### src/rtl/capture_result_fifo.sv
// Capture result FIFO: turns each rising edge of capture_complete into a {first, raw, delta} entry and buffers it.
// Latency: the entry is written at the capture edge and is visible on rd_* in the following cycle (first-word-fall-through).
// Backpressure: rd_valid/rd_ready handshake; when full with no pop in the same cycle the new entry is dropped and overflow is set.
//
// Ports:
//   clk, reset        - single clock; synchronous active-high reset
//   counter           - free-running capture counter, sampled on each capture event
//   capture_complete  - level flag from the counter; one entry per rising edge
//   flush             - empties the FIFO (pointers and level to 0)
//   clear_overflow    - clears the sticky overflow flag
//   rd_ready          - consumer accepts the head entry
//   rd_valid/rd_raw/rd_delta/rd_first - head entry, all zero when empty
//   level/full/overflow/irq           - status towards the interrupt logic
module capture_result_fifo #(
    parameter int DATA_W     = 32,
    parameter int DEPTH      = 4,
    parameter int IRQ_THRESH = 1
) (
    input  logic                     clk,
    input  logic                     reset,
    input  logic [DATA_W-1:0]        counter,
    input  logic                     capture_complete,
    input  logic                     flush,
    input  logic                     clear_overflow,
    input  logic                     rd_ready,
    output logic                     rd_valid,
    output logic [DATA_W-1:0]        rd_raw,
    output logic [DATA_W-1:0]        rd_delta,
    output logic                     rd_first,
    output logic [$clog2(DEPTH):0]   level,
    output logic                     full,
    output logic                     overflow,
    output logic                     irq
);

    localparam int PW = $clog2(DEPTH);
    localparam int LW = PW + 1;
    localparam logic [LW-1:0] DEPTH_L  = LW'(DEPTH);
    localparam logic [LW-1:0] THRESH_L = LW'(IRQ_THRESH);

    // ------------------------------------------------------------------
    // State
    // ------------------------------------------------------------------
    logic                 cc_q;
    logic [DATA_W-1:0]    last_raw_q, last_raw_d;
    logic                 have_last_q, have_last_d;
    logic                 overflow_q, overflow_d;
    logic [PW-1:0]        wr_ptr_q, wr_ptr_d;
    logic [PW-1:0]        rd_ptr_q, rd_ptr_d;
    logic [LW-1:0]        level_q, level_d;

    // Entry storage; contents are only meaningful between rd_ptr and wr_ptr,
    // so it needs no reset.
    logic [DATA_W-1:0]    raw_mem_q   [DEPTH];
    logic [DATA_W-1:0]    delta_mem_q [DEPTH];
    logic [DEPTH-1:0]     first_mem_q;

    // ------------------------------------------------------------------
    // Event detection and entry formation
    // ------------------------------------------------------------------
    logic                 cap_evt;
    logic                 not_empty;
    logic                 is_full;
    logic                 push_req;
    logic                 pop;
    logic                 push_ok;
    logic                 drop;
    logic [DATA_W-1:0]    new_delta;
    logic                 new_first;

    // Only the 0->1 transition of the flag counts, so a flag held high for
    // many cycles produces a single entry.
    assign cap_evt   = capture_complete & ~cc_q;

    assign not_empty = (level_q != '0);
    assign is_full   = (level_q == DEPTH_L);

    // A flush discards a coincident capture and makes any pop irrelevant.
    assign push_req  = cap_evt & ~flush;
    assign pop       = not_empty & rd_ready & ~flush;

    // When full, a same-cycle pop frees the slot the push lands in.
    assign push_ok   = push_req & (~is_full | pop);
    assign drop      = push_req & is_full & ~pop;

    // Plain DATA_W-bit subtraction: wraps modulo 2^DATA_W.
    assign new_delta = have_last_q ? (counter - last_raw_q) : '0;
    assign new_first = ~have_last_q;

    // ------------------------------------------------------------------
    // Next-state logic
    // ------------------------------------------------------------------
    always_comb begin
        wr_ptr_d    = wr_ptr_q;
        rd_ptr_d    = rd_ptr_q;
        level_d     = level_q;
        last_raw_d  = last_raw_q;
        have_last_d = have_last_q;
        overflow_d  = overflow_q;

        // The sample history tracks every capture event, even ones that are
        // dropped or flushed, so the next delta is always relative to the
        // most recent capture.
        if (cap_evt) begin
            last_raw_d  = counter;
            have_last_d = 1'b1;
        end

        if (flush) begin
            wr_ptr_d = '0;
            rd_ptr_d = '0;
            level_d  = '0;
        end else begin
            if (push_ok) begin
                wr_ptr_d = wr_ptr_q + 1'b1;
            end
            if (pop) begin
                rd_ptr_d = rd_ptr_q + 1'b1;
            end
            case ({push_ok, pop})
                2'b10:   level_d = level_q + 1'b1;
                2'b01:   level_d = level_q - 1'b1;
                default: level_d = level_q;
            endcase
        end

        // A drop in the same cycle as a clear request wins, so software
        // never misses a loss that happened while it was clearing.
        if (drop) begin
            overflow_d = 1'b1;
        end else if (clear_overflow) begin
            overflow_d = 1'b0;
        end
    end

    // ------------------------------------------------------------------
    // Registers
    // ------------------------------------------------------------------
    always_ff @(posedge clk) begin
        if (reset) begin
            cc_q        <= 1'b0;
            last_raw_q  <= '0;
            have_last_q <= 1'b0;
            overflow_q  <= 1'b0;
            wr_ptr_q    <= '0;
            rd_ptr_q    <= '0;
            level_q     <= '0;
        end else begin
            cc_q        <= capture_complete;
            last_raw_q  <= last_raw_d;
            have_last_q <= have_last_d;
            overflow_q  <= overflow_d;
            wr_ptr_q    <= wr_ptr_d;
            rd_ptr_q    <= rd_ptr_d;
            level_q     <= level_d;
        end
    end

    always_ff @(posedge clk) begin
        if (!reset && push_ok) begin
            raw_mem_q[wr_ptr_q]   <= counter;
            delta_mem_q[wr_ptr_q] <= new_delta;
            first_mem_q[wr_ptr_q] <= new_first;
        end
    end

    // ------------------------------------------------------------------
    // Outputs
    // ------------------------------------------------------------------
    // Gated with reset so every output reads 0 while reset is asserted,
    // including the very first reset cycle before the registers clear.
    always_comb begin
        rd_valid = ~reset & not_empty;
        rd_raw   = '0;
        rd_delta = '0;
        rd_first = 1'b0;
        if (rd_valid) begin
            rd_raw   = raw_mem_q[rd_ptr_q];
            rd_delta = delta_mem_q[rd_ptr_q];
            rd_first = first_mem_q[rd_ptr_q];
        end
        level    = reset ? '0 : level_q;
        full     = ~reset & is_full;
        overflow = ~reset & overflow_q;
        irq      = ~reset & ((level_q >= THRESH_L) | overflow_q);
    end

endmodule

### config.mk
export PLATFORM = sky130hd
export DESIGN_NAME = capture_result_fifo
export DESIGN_NICKNAME = d
export VERILOG_FILES = /design/src/rtl/capture_result_fifo.sv
export SDC_FILE = /design/constraint.sdc
export NUM_CORES = 1
export LEC_CHECK = 0
export ABC_AREA = 1
export ABC_CLOCK_PERIOD_IN_PS = 10500
export BUFFER_PORTS_ARGS = -buffer_cell sky130_fd_sc_hd__buf_2
export CAP_MARGIN = 20
export CORE_ASPECT_RATIO = 0.6
export CORE_MARGIN = 2
export CORE_UTILIZATION = 60
export DETAILED_ROUTE_END_ITERATION = 12
export PLACE_DENSITY = 0.8
export SLEW_MARGIN = 20
export SYNTH_ARGS = -nofsm -noshare
export SYNTH_HDL_FRONTEND = slang
export SYNTH_SLANG_ARGS = --single-unit
### constraint.sdc
create_clock -name clk -period 10.5 [get_ports clk]
set_input_delay 2.1 -clock clk [delete_from_list [all_inputs] [get_ports clk]]
set_output_delay 2.1 -clock clk [all_outputs]
set_load 0.005 [all_outputs]
# Yosys cells after proc, flatten, opt, wreduce, memory -nomap -nowiden
# Memory sizes are Yosys's and may differ from the RTL's. A register that Yosys moved wholly into a read port is not among the register bits.
# Cells that the tools add are included.
# totals
register_bits	46
latch_bits	0
mem_bits_rw	256
rom_bits	0
in_bits	38
out_inout_bits	72
word_cells	67
mem_count	2
# mem_list
name	depth	width	rd	rd_ports_with_merged_regs	wr	line	source
delta_mem_q	4	32	1	1	1	55	logic [DATA_W-1:0] delta_mem_q [DEPTH];
raw_mem_q	4	32	1	1	1	54	logic [DATA_W-1:0] raw_mem_q [DEPTH];
# classes
n_addsub	5
n_mul	0
n_div	0
order_cmp	4
n_eq_ne	3
shifts	0
mux	19
bitwise_logic	19
n_reduce_logical	7
# ops
op	n
32-bit 2-to-1 mux	3
32-bit subtractor	1
1-bit AND	11
2-bit 2-to-1 mux	4
1-bit 2-to-1 mux	7
2-bit by 3-bit less-than comparator with 1-bit output (second input constant)	2
1-bit NOT	6
3-bit one-hot mux with 2 select lines	1
2-bit by 1-bit adder with 2-bit output (second input constant)	2
4-bit bitwise mux	1
2-bit nonzero test	2
3-bit by 1-bit adder with 3-bit output (second input constant)	1
3-bit == test (second input constant)	1
3-bit by 1-bit greater-or-equal comparator with 1-bit output (second input constant)	1
3-bit 2-to-1 mux	1
3-bit nonzero test	1
3-bit by 1-bit subtractor with 3-bit output (second input constant)	1
1-bit binary-select mux with 2-bit select	1
1-bit demux with 2-bit select	1
2-bit by 1-bit == test with 1-bit output (second input constant)	1
2-bit == test (second input constant)	1
2-bit by 1-bit greater-or-equal comparator with 1-bit output (second input constant)	1
1-bit logical AND	2
1-bit OR	2
other kinds (2)	2

# Logic depth before layout (Yosys ltp)
# Gate-level depths: netlist of run 1.
# logic_depth
word_depth	8
ltp_mapped	14
mapped_depth_nobuf	14

# Worst setup path before layout of run 1
# Ideal clock, no wire load.
# synth_timing
path_kind	input-to-reg
from	input capture_complete
to	memory delta_mem_q[0][0] (enable)
setup_ns	0.488
arrival_time_ns	5.511
t_required_ns	10.012
setup_slack_ns	4.500
path_stages	7
cell_sequence	inv_2 nor2_4 inv_2 nor2_1 o21ai_2 or2_1 nor2_1
# synth_between
elab_chain_cells	6
# synth_rtl
item	line	source
start: declaration	22	input logic capture_complete,
1-bit AND	73	assign cap_evt = capture_complete & ~cc_q;
1-bit AND	79	assign push_req = cap_evt & ~flush;
1-bit AND	83	assign push_ok = push_req & (~is_full | pop);
1-bit logical AND	160	if (!reset && push_ok) begin
1-bit 2-to-1 mux	160	
1-bit 2-to-1 mux (implied by the code)	162	delta_mem_q[wr_ptr_q] <= new_delta;
end: declaration	55	
# Every way passes these cells.

# Worst setup path after layout of run 1
# layout_timing
from	input reset
to	output rd_delta[26]
# layout_between
elab_chain_cells	3
# layout_rtl
item	line	source
start: declaration	20	input logic reset,
1-bit NOT	173	rd_valid = ~reset & not_empty;
1-bit AND	173	
32-bit 2-to-1 mux	177	if (rd_valid) begin
end: declaration	28	output logic [DATA_W-1:0] rd_delta,
# Every way passes these cells.

==> reports/results.tsv, run 1 <==
metric	value	unit
outcome	finished, final reports clean	
Internal Power	1.94	mW
io pins	110	
met3 usage	0.0419	
reg-to-reg endpoint	delta_mem_q[2][13]$_DFFE_PP_	
# clock sinks	304	
Hold Fails Final Rpt	0	
fillers	1797	
CTS Buf Count	27	
Post-CTS Setup Bufs	0	
Core Area	0.0233	mm2
Slew Viols, Final	0	
die width	204	um
Slew headroom	0.303	
Comb pwr share	0.109	
CTS tree	built	
RSZ-0062 raised after global routing	false	
layout cells sized above 1	0.124	
post-cts sizing count	0	
Hold Path End	last_raw_q[18]$_SDFFE_PP0P_	
net count after synthesis	1608	
Syn Inst Count	1528	
Crit Path Class	in -> out	
drt pass-1 iters	5	
Rows	43	
post-synthesis sequential area ratio	0.605	
GP Congestion	0.963	
Iter 0 DRT Violations	999	
die height	124	um
H-tree depth	1	
met1 Use GR	0.391	
Top Usage Layer GRT	met2	
sw frac	0.240	
Clock Path Buffers	3	
ant diodes	0	
Worst Path Max Fanout	65	
Reg area	0.00869	mm2
area delta synth->final	11.1	%
via count	10700	
post-synthesis compound-gate area fraction	0.119	
global routing usage on met2	0.415	
WP data required	8.40	ns
Util after Layout	0.684	
Flop pwr share	0.526	
commonest non-fill, non-tap cell in the layout	nor2_1	
Simple-Gate Fraction of Synth Area	0.174	
DRC	0	
clock network power share	0.365	
Hold/Removal Path Class	reg -> reg	
reg-to-reg setup timing slack	7.06	ns
Post-synth EDFFs	260	
Cell Area, Synth	0.0144	mm2
Post-Route WL	32.6	mm
largest net degree at the start of global routing	91	
NetSw	613	uW
largest family of logic cells by synthesized area	simple AND/OR/NAND/NOR gates	
hpwl dp	21.3	mm
Reg2Reg Launch Point	level_q[0]$_SDFFE_PP0P_	
Synth Register Bits	304	
Critical Path Sink Type	primary output	
Setup TNS	0	ns
CTS clock-pin slew for the worst setup and hold paths	0.06	ns
total gr overflow	0	
Final Cycle Share	0.565	
P_leak	6.56	nW
WL per Instance	16.7	um
Setup Skew	0.0149	ns
worst reg2reg path depth	9	
yosys warns	0	
die area	0.0252	mm2
max-cap viol count	0	
most frequent cells in the layout	nor2_1, edfxtp_1, nand2_1, o21ai_0, inv_1	
antenna viol nets, final	0	
number of port buffers	109	
Tmin final	5.93	ns
Worst Tran Pin Value	1.05	ns
largest area contributor in the netlist	edfxtp_1	
multi-input logic area	0.00480	mm2
peak supply drop	0.127	mV
Syn Area/Cell	9.39	um2
fmax	169	MHz
Initial Utilization	0.616	
Synth Area in Adders	0.0371	
# hold bufs at CTS	0	
Cell variety after synth	40	
GRT Overall Usage	0.264	
Worst EP arrival	3.83	ns
initial antenna violation count	1	
clock tree root buffer cell	clkbuf_16	
hold path start	last_raw_q[18]$_SDFFE_PP0P_	
first-pass GRT wire length	51.8	mm
Final nets	1694	
mux contribution to synthesized area	0	
CP Launch Type	primary input	
vias per inst	5.48	
PD cells	160	mW/mm2
main flop type after synthesis	edfxtp_1	
vias in the first global route	9891	
Synth async-reset ratio	0	
top post-synthesis cells by area	edfxtp_1, nor2_1, o21ai_0	
Worst-Skew Late Latency	0.53	ns
share of the synthesized area in the top cell type	0.544	
post-synthesis xor/xnor area fraction	0.00244	
depth of the worst hold-timing path	2	
final number of setup-violating endpoints	0	
-- per-layer routing --
layer	vias to the layer above	part of all wire
met5	-	0.00037
met4	2	0.020
met3	47	0.065
met2	328	0.44
met1	5035	0.47
li1	5261	-
-- synth_stat cells (2+ instances only) --
cell type and number:
o21ai_1 4, and3_1 2, dfxtp_1 44, nand4_1 6, edfxtp_1 260, nor2_2 4, buf_2 22, buf_1 10
and2_1 3, a21oi_1 143, nor2_1 335, nor3_1 3, inv_1 153, clkbuf_1 27, ha_1 41, nand3_1 28
nor3_2 4, o21ai_0 178, o21bai_1 3, nand3_2 2, nand2_1 209, xor2_1 3, inv_2 14, nand2_2 13
and2_4 2
-- cells by family after synthesis --
group                      count (synthesis)
and+or+nand+nor                          615
AOI/OAI and AO/OA                        334
DFF                                      304
buffers and inverters                    229
adders and majority gates                 42
xor gates and xnor gates                   4
-- power groups by stage --
stage | registers [mW] | logic (mW) | clock network [mW]
after detailed placement | 1.37 | 0.272 | 0
after CTS | 1.34 | 0.274 | 0.940
after global placement | 1.37 | 0.265 | 0
after floorplan | 1.37 | 0.190 | 0
after global routing | 1.34 | 0.315 | 0.990
final | 1.34 | 0.277 | 0.933
-- cell type report --
type,count,area share
Sequential cell,304,0.545
Multi-Input combinational cell,995,0.301
Clock buffer,34,0.0440
Inverter,168,0.0396
Timing Repair Buffer,118,0.0385
Tap cell,315,0.0247
Clock inverter,13,0.00691
-- critical path, cell delays in order --
cell,delay (ns)
buf_2,0.16
nor2_1,0.18
clkinv_2,0.75
a21oi_1,0.44
buf_2,0.18
-- state kept, by name, indices dropped and copies added (netlist names), 2 cells and up, named ones only --
signal       count
level_q          3
first_mem_q      4
delta_mem_q    128
raw_mem_q      128
wr_ptr_q         2
last_raw_q      32
rd_ptr_q         2
-- metrics by stage --
stage / cell area, um2 / instances / hold slack [ns] / power, mW / setup slack (ns)
floorplan: 14400 / 1528 / 0.433 / 1.56 / 4.50
global placement: 15100 / 1900 / 0.445 / 1.63 / 4.95
detailed placement: 15100 / 1900 / 0.453 / 1.64 / 4.80
CTS: 15900 / 1947 / 0.462 / 2.56 / 4.79
global route: 15900 / 1947 / 0.485 / 2.65 / 4.38
finish: 15900 / 1947 / 0.462 / 2.55 / 4.57
-- worst max path at each step --
stage / startpoint / endpoint / slack [ns] / depth (start not counted)
floorplan: capture_complete / delta_mem_q[0][0]$_DFFE_PP_ / 4.50 / 7
global placement: reset / rd_delta[15] / 4.95 / 5
detailed placement: reset / rd_delta[1] / 4.80 / 5
CTS: reset / rd_delta[1] / 4.79 / 5
global route: reset / rd_delta[26] / 4.38 / 5
finish: reset / rd_delta[26] / 4.57 / 5
Note: power is estimated with default switching activity, not from simulation.
==> inputs of run 2 (changes only) <==
Settings changed: ABC_AREA 1 to 0, ABC_CLOCK_PERIOD_IN_PS 10500 to 5300, CORE_UTILIZATION 60 to 54, PLACE_DENSITY 0.8 to 0.76.
Clock period 10.5 ns to 5.3 ns, I/O delays scaled along.
==> reports/results.tsv, run 2 <==
metric	value	unit
outcome	finished, final reports clean	
commonest non-fill, non-tap cell in the layout	edfxtp_1	
Final Cycle Share	0.737	
fillers	1793	
Cell Area, Synth	0.0135	mm2
WP data required	4.24	ns
Tmin final	3.91	ns
Largest regs	delta_mem_q (128), raw_mem_q (128), last_raw_q (32)	
CP Depth	5	
post-placement cell count	1341	
Post-CTS Setup Bufs	0	
Synth Register Bits	304	
CP Launch Type	primary input	
WL per Instance	19.7	um
final number of setup-violating endpoints	0	
Crit Path Class	in -> out	
GP Congestion	0.914	
Top Family by Delay on Critical Path	buffers and inverters	
Slowest cell on crit path	nor2_4	
Core Area	0.0244	mm2
first-pass GRT wire length	42.8	mm
worst-path cell chain	buf_2, nor2_4, buf_4, and2_1, buf_2	
CTS clock-pin slew for the worst setup and hold paths	0.06	ns
Slew headroom	0.388	
Rows	44	
Worst-Skew Late Latency	0.56	ns
fmax	256	MHz
H-tree depth	1	
via count	8028	
PD cells	334	mW/mm2
CTS Buf Count	27	
Cell variety after synth	54	
post-synthesis sequential area ratio	0.643	
clock tree root buffer cell	clkbuf_16	
worst reg2reg path depth	8	
Worst Path Buf+Inv	3	
most frequent cells in the layout	edfxtp_1, buf_2, nand2_1, and2_1, a21oi_1	
Synth async-reset ratio	0	
Clock Path Buffers	3	
top post-synthesis cells by area	edfxtp_1, mux4_2, dfxtp_1	
largest area contributor in the netlist	edfxtp_1	
Worst EP arrival	2.85	ns
reg-to-reg setup timing slack	2.40	ns
crit path to	rd_delta[4]	
# clock sinks	304	
Layout Cells excl Fill	1391	
CTS tree	built	
top-count cell post-synth	edfxtp_1	
Hold/Removal Path Class	reg -> reg	
reg-to-reg endpoint	delta_mem_q[0][29]$_DFFE_PP_	
P_leak	5.41	nW
# hold bufs at CTS	0	
Reg2Reg Launch Point	last_raw_q[11]$_SDFFE_PP0P_	
ant diodes	0	
Setup Skew	0.0169	ns
Post-synth EDFFs	260	
Setup TNS	0	ns
RSZ-0062 raised after global routing	false	
hpwl dp	18.3	mm
CP startpoint	reset	
vias in the first global route	7432	
Slew Viols, Final	0	
Worst Path Max Fanout	45	
Critical Path Most Common Cell	buf_2	
share of the synthesized area in the top cell type	0.577	
post-cts sizing count	0	
yosys warns	0	
initial antenna violation count	0	
vias per inst	5.77	
Iter 0 DRT Violations	969	
Post-Route WL	27.4	mm
io pins	110	
max-cap viol count	0	
drt pass-1 iters	5	
Initial Utilization	0.554	
DRC	0	
Critical Path Sink Type	primary output	
GRT Overall Usage	0.211	
largest net degree at the start of global routing	46	
total gr overflow	0	
Syn Inst Count	942	
net count after synthesis	1022	
layout cells sized above 1	0.234	
die area	0.0264	mm2
die height	127	um
Design Power	5.13	mW
largest stage delay on the critical path	0.62	ns
Final nets	1128	
Hold Fails Final Rpt	0	
area delta synth->final	13.4	%
peak supply drop	0.274	mV
antenna viol nets, final	0	
number of port buffers	109	
Syn Area/Cell	14.4	um2
Worst Tran Pin Value	0.918	ns
main flop type after synthesis	edfxtp_1	
Post-synth top cells	edfxtp_1, nand2_1, and2_1	
die width	208	um
run 2: cell types whose count changed after synthesis, sizes merged, moves of 24 or more:
cell	previous run	this run
nor2	340	57
buf	34	10
nand2	223	90
and2	5	73
mux4	0	65
inv	167	43
a21oi	144	66
o21ai	183	26
run 2: kinds of logic (layout without fill, tap and decap cells):
family,Yosys count,after routing,synth area share
XOR/XNOR,29,29,0.0188
flip-flops,304,304,0.643
adder cells (fa/ha/maj),42,42,0.0394
multiplexers,68,68,0.110
AND/OR/NAND/NOR,271,271,0.0969
AO/OA/AOI/OAI,141,141,0.0664
buffers and inverters,87,214,0.0254
run 2: area by class of cell:
cell class / count / area (um2) / share of cell area
multi-input cells: 551 / 4500 / 0.294
clock inverters: 20 / 220 / 0.0144
clock buffers: 30 / 697 / 0.0454
inverters: 43 / 161 / 0.0105
flip-flops and latches: 304 / 8690 / 0.567
well taps: 322 / 403 / 0.0263
repair buffers: 121 / 661 / 0.0431
run 2: worst min-delay path by stage:
stage / start / cells after the start / end
floorplan: last_raw_q[10]$_SDFFE_PP0P_ / 2 / last_raw_q[10]$_SDFFE_PP0P_
global placement: last_raw_q[21]$_SDFFE_PP0P_ / 2 / last_raw_q[21]$_SDFFE_PP0P_
detailed placement: last_raw_q[13]$_SDFFE_PP0P_ / 2 / last_raw_q[13]$_SDFFE_PP0P_
CTS: last_raw_q[13]$_SDFFE_PP0P_ / 2 / last_raw_q[13]$_SDFFE_PP0P_
global route: last_raw_q[13]$_SDFFE_PP0P_ / 2 / last_raw_q[13]$_SDFFE_PP0P_
finish: last_raw_q[13]$_SDFFE_PP0P_ / 2 / last_raw_q[13]$_SDFFE_PP0P_
run 2: worst reg2reg max path, delay by kind of cell (launching register included):
family | cells | cell delay (ns)
buffers and inverters | 1 | 0.05
adder cells (fa/ha/maj) | 1 | 0.38
AO/OA/AOI/OAI | 6 | 1.84
flip-flops | 1 | 0.34
run 2: metal layers:
metal | track usage | wire [um]
met5 | 0 | 0
met4 | 0.0351 | 317
met3 | 0.0386 | 2270
met2 | 0.280 | 11000
met1 | 0.360 | 13800
run 2: power breakdown:
group	internal [mW]	switching, mW	total (mW)	leakage (nW)
Clock	1.15	0.869	2.02	0.442
Combinational	0.165	0.287	0.452	2.23
Sequential	2.64	0.0152	2.66	2.73
run 2: through the flow:
step,hold slack [ns],utilization,area [um2],worst slack [ns]
CTS,0.456,0.629,15300,1.36
floorplan,0.436,-,13500,1.67
detailed placement,0.447,0.591,14400,1.34
global placement,0.441,0.591,14400,1.50
finish,0.455,0.629,15300,1.39
global route,0.471,0.629,15300,1.23
==> inputs of run 3 (changes only) <==
Settings changed: ABC_CLOCK_PERIOD_IN_PS 5300 to 3200.
Clock period 5.3 ns to 3.2 ns, I/O delays scaled along.
==> reports/results.tsv, run 3 (synthesis results as in run 2) <==
metric	value	unit
layout cells sized above 1	0.254	
DP Worst Slack	-0.143	ns
Setup TNS	0	ns
Worst Path Buf+Inv	2	
GP Congestion	0.921	
Slew headroom	0.494	
Final nets	1169	
Worst-Skew Late Latency	0.54	ns
Tmin final	2.95	ns
Reg area	0.00869	mm2
DRC	0	
Worst Path Max Fanout	22	
first-pass GRT wire length	44.7	mm
hpwl dp	19.5	mm
Critical Path Sink Type	primary output	
antenna viol nets, final	0	
largest net degree at the start of global routing	43	
post-cts sizing count	0	
die area	0.0264	mm2
Design Power	8.43	mW
ant diodes	0	
largest stage delay on the critical path	0.61	ns
io pins	110	
Hold Fails Final Rpt	0	
number of port buffers	109	
GRT Overall Usage	0.219	
Slowest cell on crit path	dfxtp_4	
worst-path cell chain	buf_12, mux4_2, and2_1, buf_2	
initial antenna violation count	0	
multi-input logic area	0.00451	mm2
peak supply drop	0.453	mV
total gr overflow	0	
CTS clock-pin slew for the worst setup and hold paths	0.06	ns
Top Family by Delay on Critical Path	flip-flops	
CTS tree	built	
die width	208	um
commonest non-fill, non-tap cell in the layout	edfxtp_1	
Iter 0 DRT Violations	769	
PD cells	540	mW/mm2
Setup Skew	0.0131	ns
most frequent cells in the layout	edfxtp_1, buf_2, nand2_1, and2_1, a21oi_1	
H-tree depth	1	
Hold/Removal Path Class	in -> reg	
P_leak	5.59	nW
outcome	finished, final reports clean	
die height	127	um
final number of setup-violating endpoints	0	
RSZ-0062 raised after global routing	false	
Worst EP arrival	2.31	ns
via count	8156	
Worst Tran Pin Value	0.757	ns
# clock sinks	304	
Slew Viols, Final	0	
clock tree root buffer cell	clkbuf_16	
Largest regs	delta_mem_q (128), raw_mem_q (128), last_raw_q (32)	
vias in the first global route	7827	
max-cap viol count	0	
Post-CTS Setup Bufs	0	
Design Area, Final	0.0156	mm2
CTS Buf Count	28	
vias per inst	5.70	
Hold Worst Slack	0.336	ns
Core Area	0.0244	mm2
WP data required	2.56	ns
Initial Utilization	0.554	
PnR worst setup slack	0.253	ns
WL per Instance	19.9	um
Post-DP Area	0.0147	mm2
drt pass-1 iters	5	
Crit Path Class	reg -> out	
Rows	44	
Post-Route WL	28.4	mm
fillers	1813	
Final Cycle Share	0.921	
fmax	339	MHz
area delta synth->final	15.6	%
# hold bufs at CTS	0	
CP Launch Type	register	
Clock Path Buffers	3	
==> run 3: where the power goes <==
part           leakage (nW)  switching (mW)  internal [mW]  total, mW
combinational          2.44           0.506          0.326      0.832
clock                 0.415            1.37           1.83       3.20
sequential             2.73          0.0229           4.38       4.40
==> run 3: metal layers <==
layer | vias up | GRT usage | share of wire
met4 | 0 | 0.0372 | 0.012
met5 | - | 0 | 0
met3 | 33 | 0.0352 | 0.083
met2 | 328 | 0.305 | 0.41
met1 | 3997 | 0.365 | 0.49
li1 | 3798 | - | -
==> run 3: per-stage QoR <==
stage	utilization	instances
floorplan	-	942
global route	0.641	1432
CTS	0.641	1432
detailed placement	0.605	1381
global placement	0.605	1381
finish	0.641	1432
==> run 3: worst register-to-register path: cells and delay by family (launching register included) <==
family	cells	cell delay [ns]
AO/OA/AOI/OAI	6	1.89
flip-flops	1	0.33
adder cells (fa/ha/maj)	1	0.31
buffers and inverters	1	0.04
==> run 3: path summary, 6_finish.rpt <==
| kind | slack (ns) | cells after the start | startpoint | endpoint |
|---|---|---|---|---|
| worst max register to register | 0.36 | 8 | last_raw_q[11]$_SDFFE_PP0P_ | delta_mem_q[0][29]$_DFFE_PP_ |
| worst min register to register | 0.45 | 2 | last_raw_q[15]$_SDFFE_PP0P_ | last_raw_q[15]$_SDFFE_PP0P_ |
| worst max-delay path | 0.25 | 4 | register | rd_raw[13] |
| worst min-delay path | 0.34 | 2 | rd_ready | overflow_q$_SDFFE_PP0P_ |
==> run 3: area by class of cell <==
class | count | area share
flip-flops and latches | 304 | 0.556
multi-input cells | 551 | 0.288
repair buffers | 161 | 0.0631
clock buffers | 41 | 0.0493
well taps | 322 | 0.0258
inverters | 43 | 0.0103
clock inverters | 10 | 0.00673
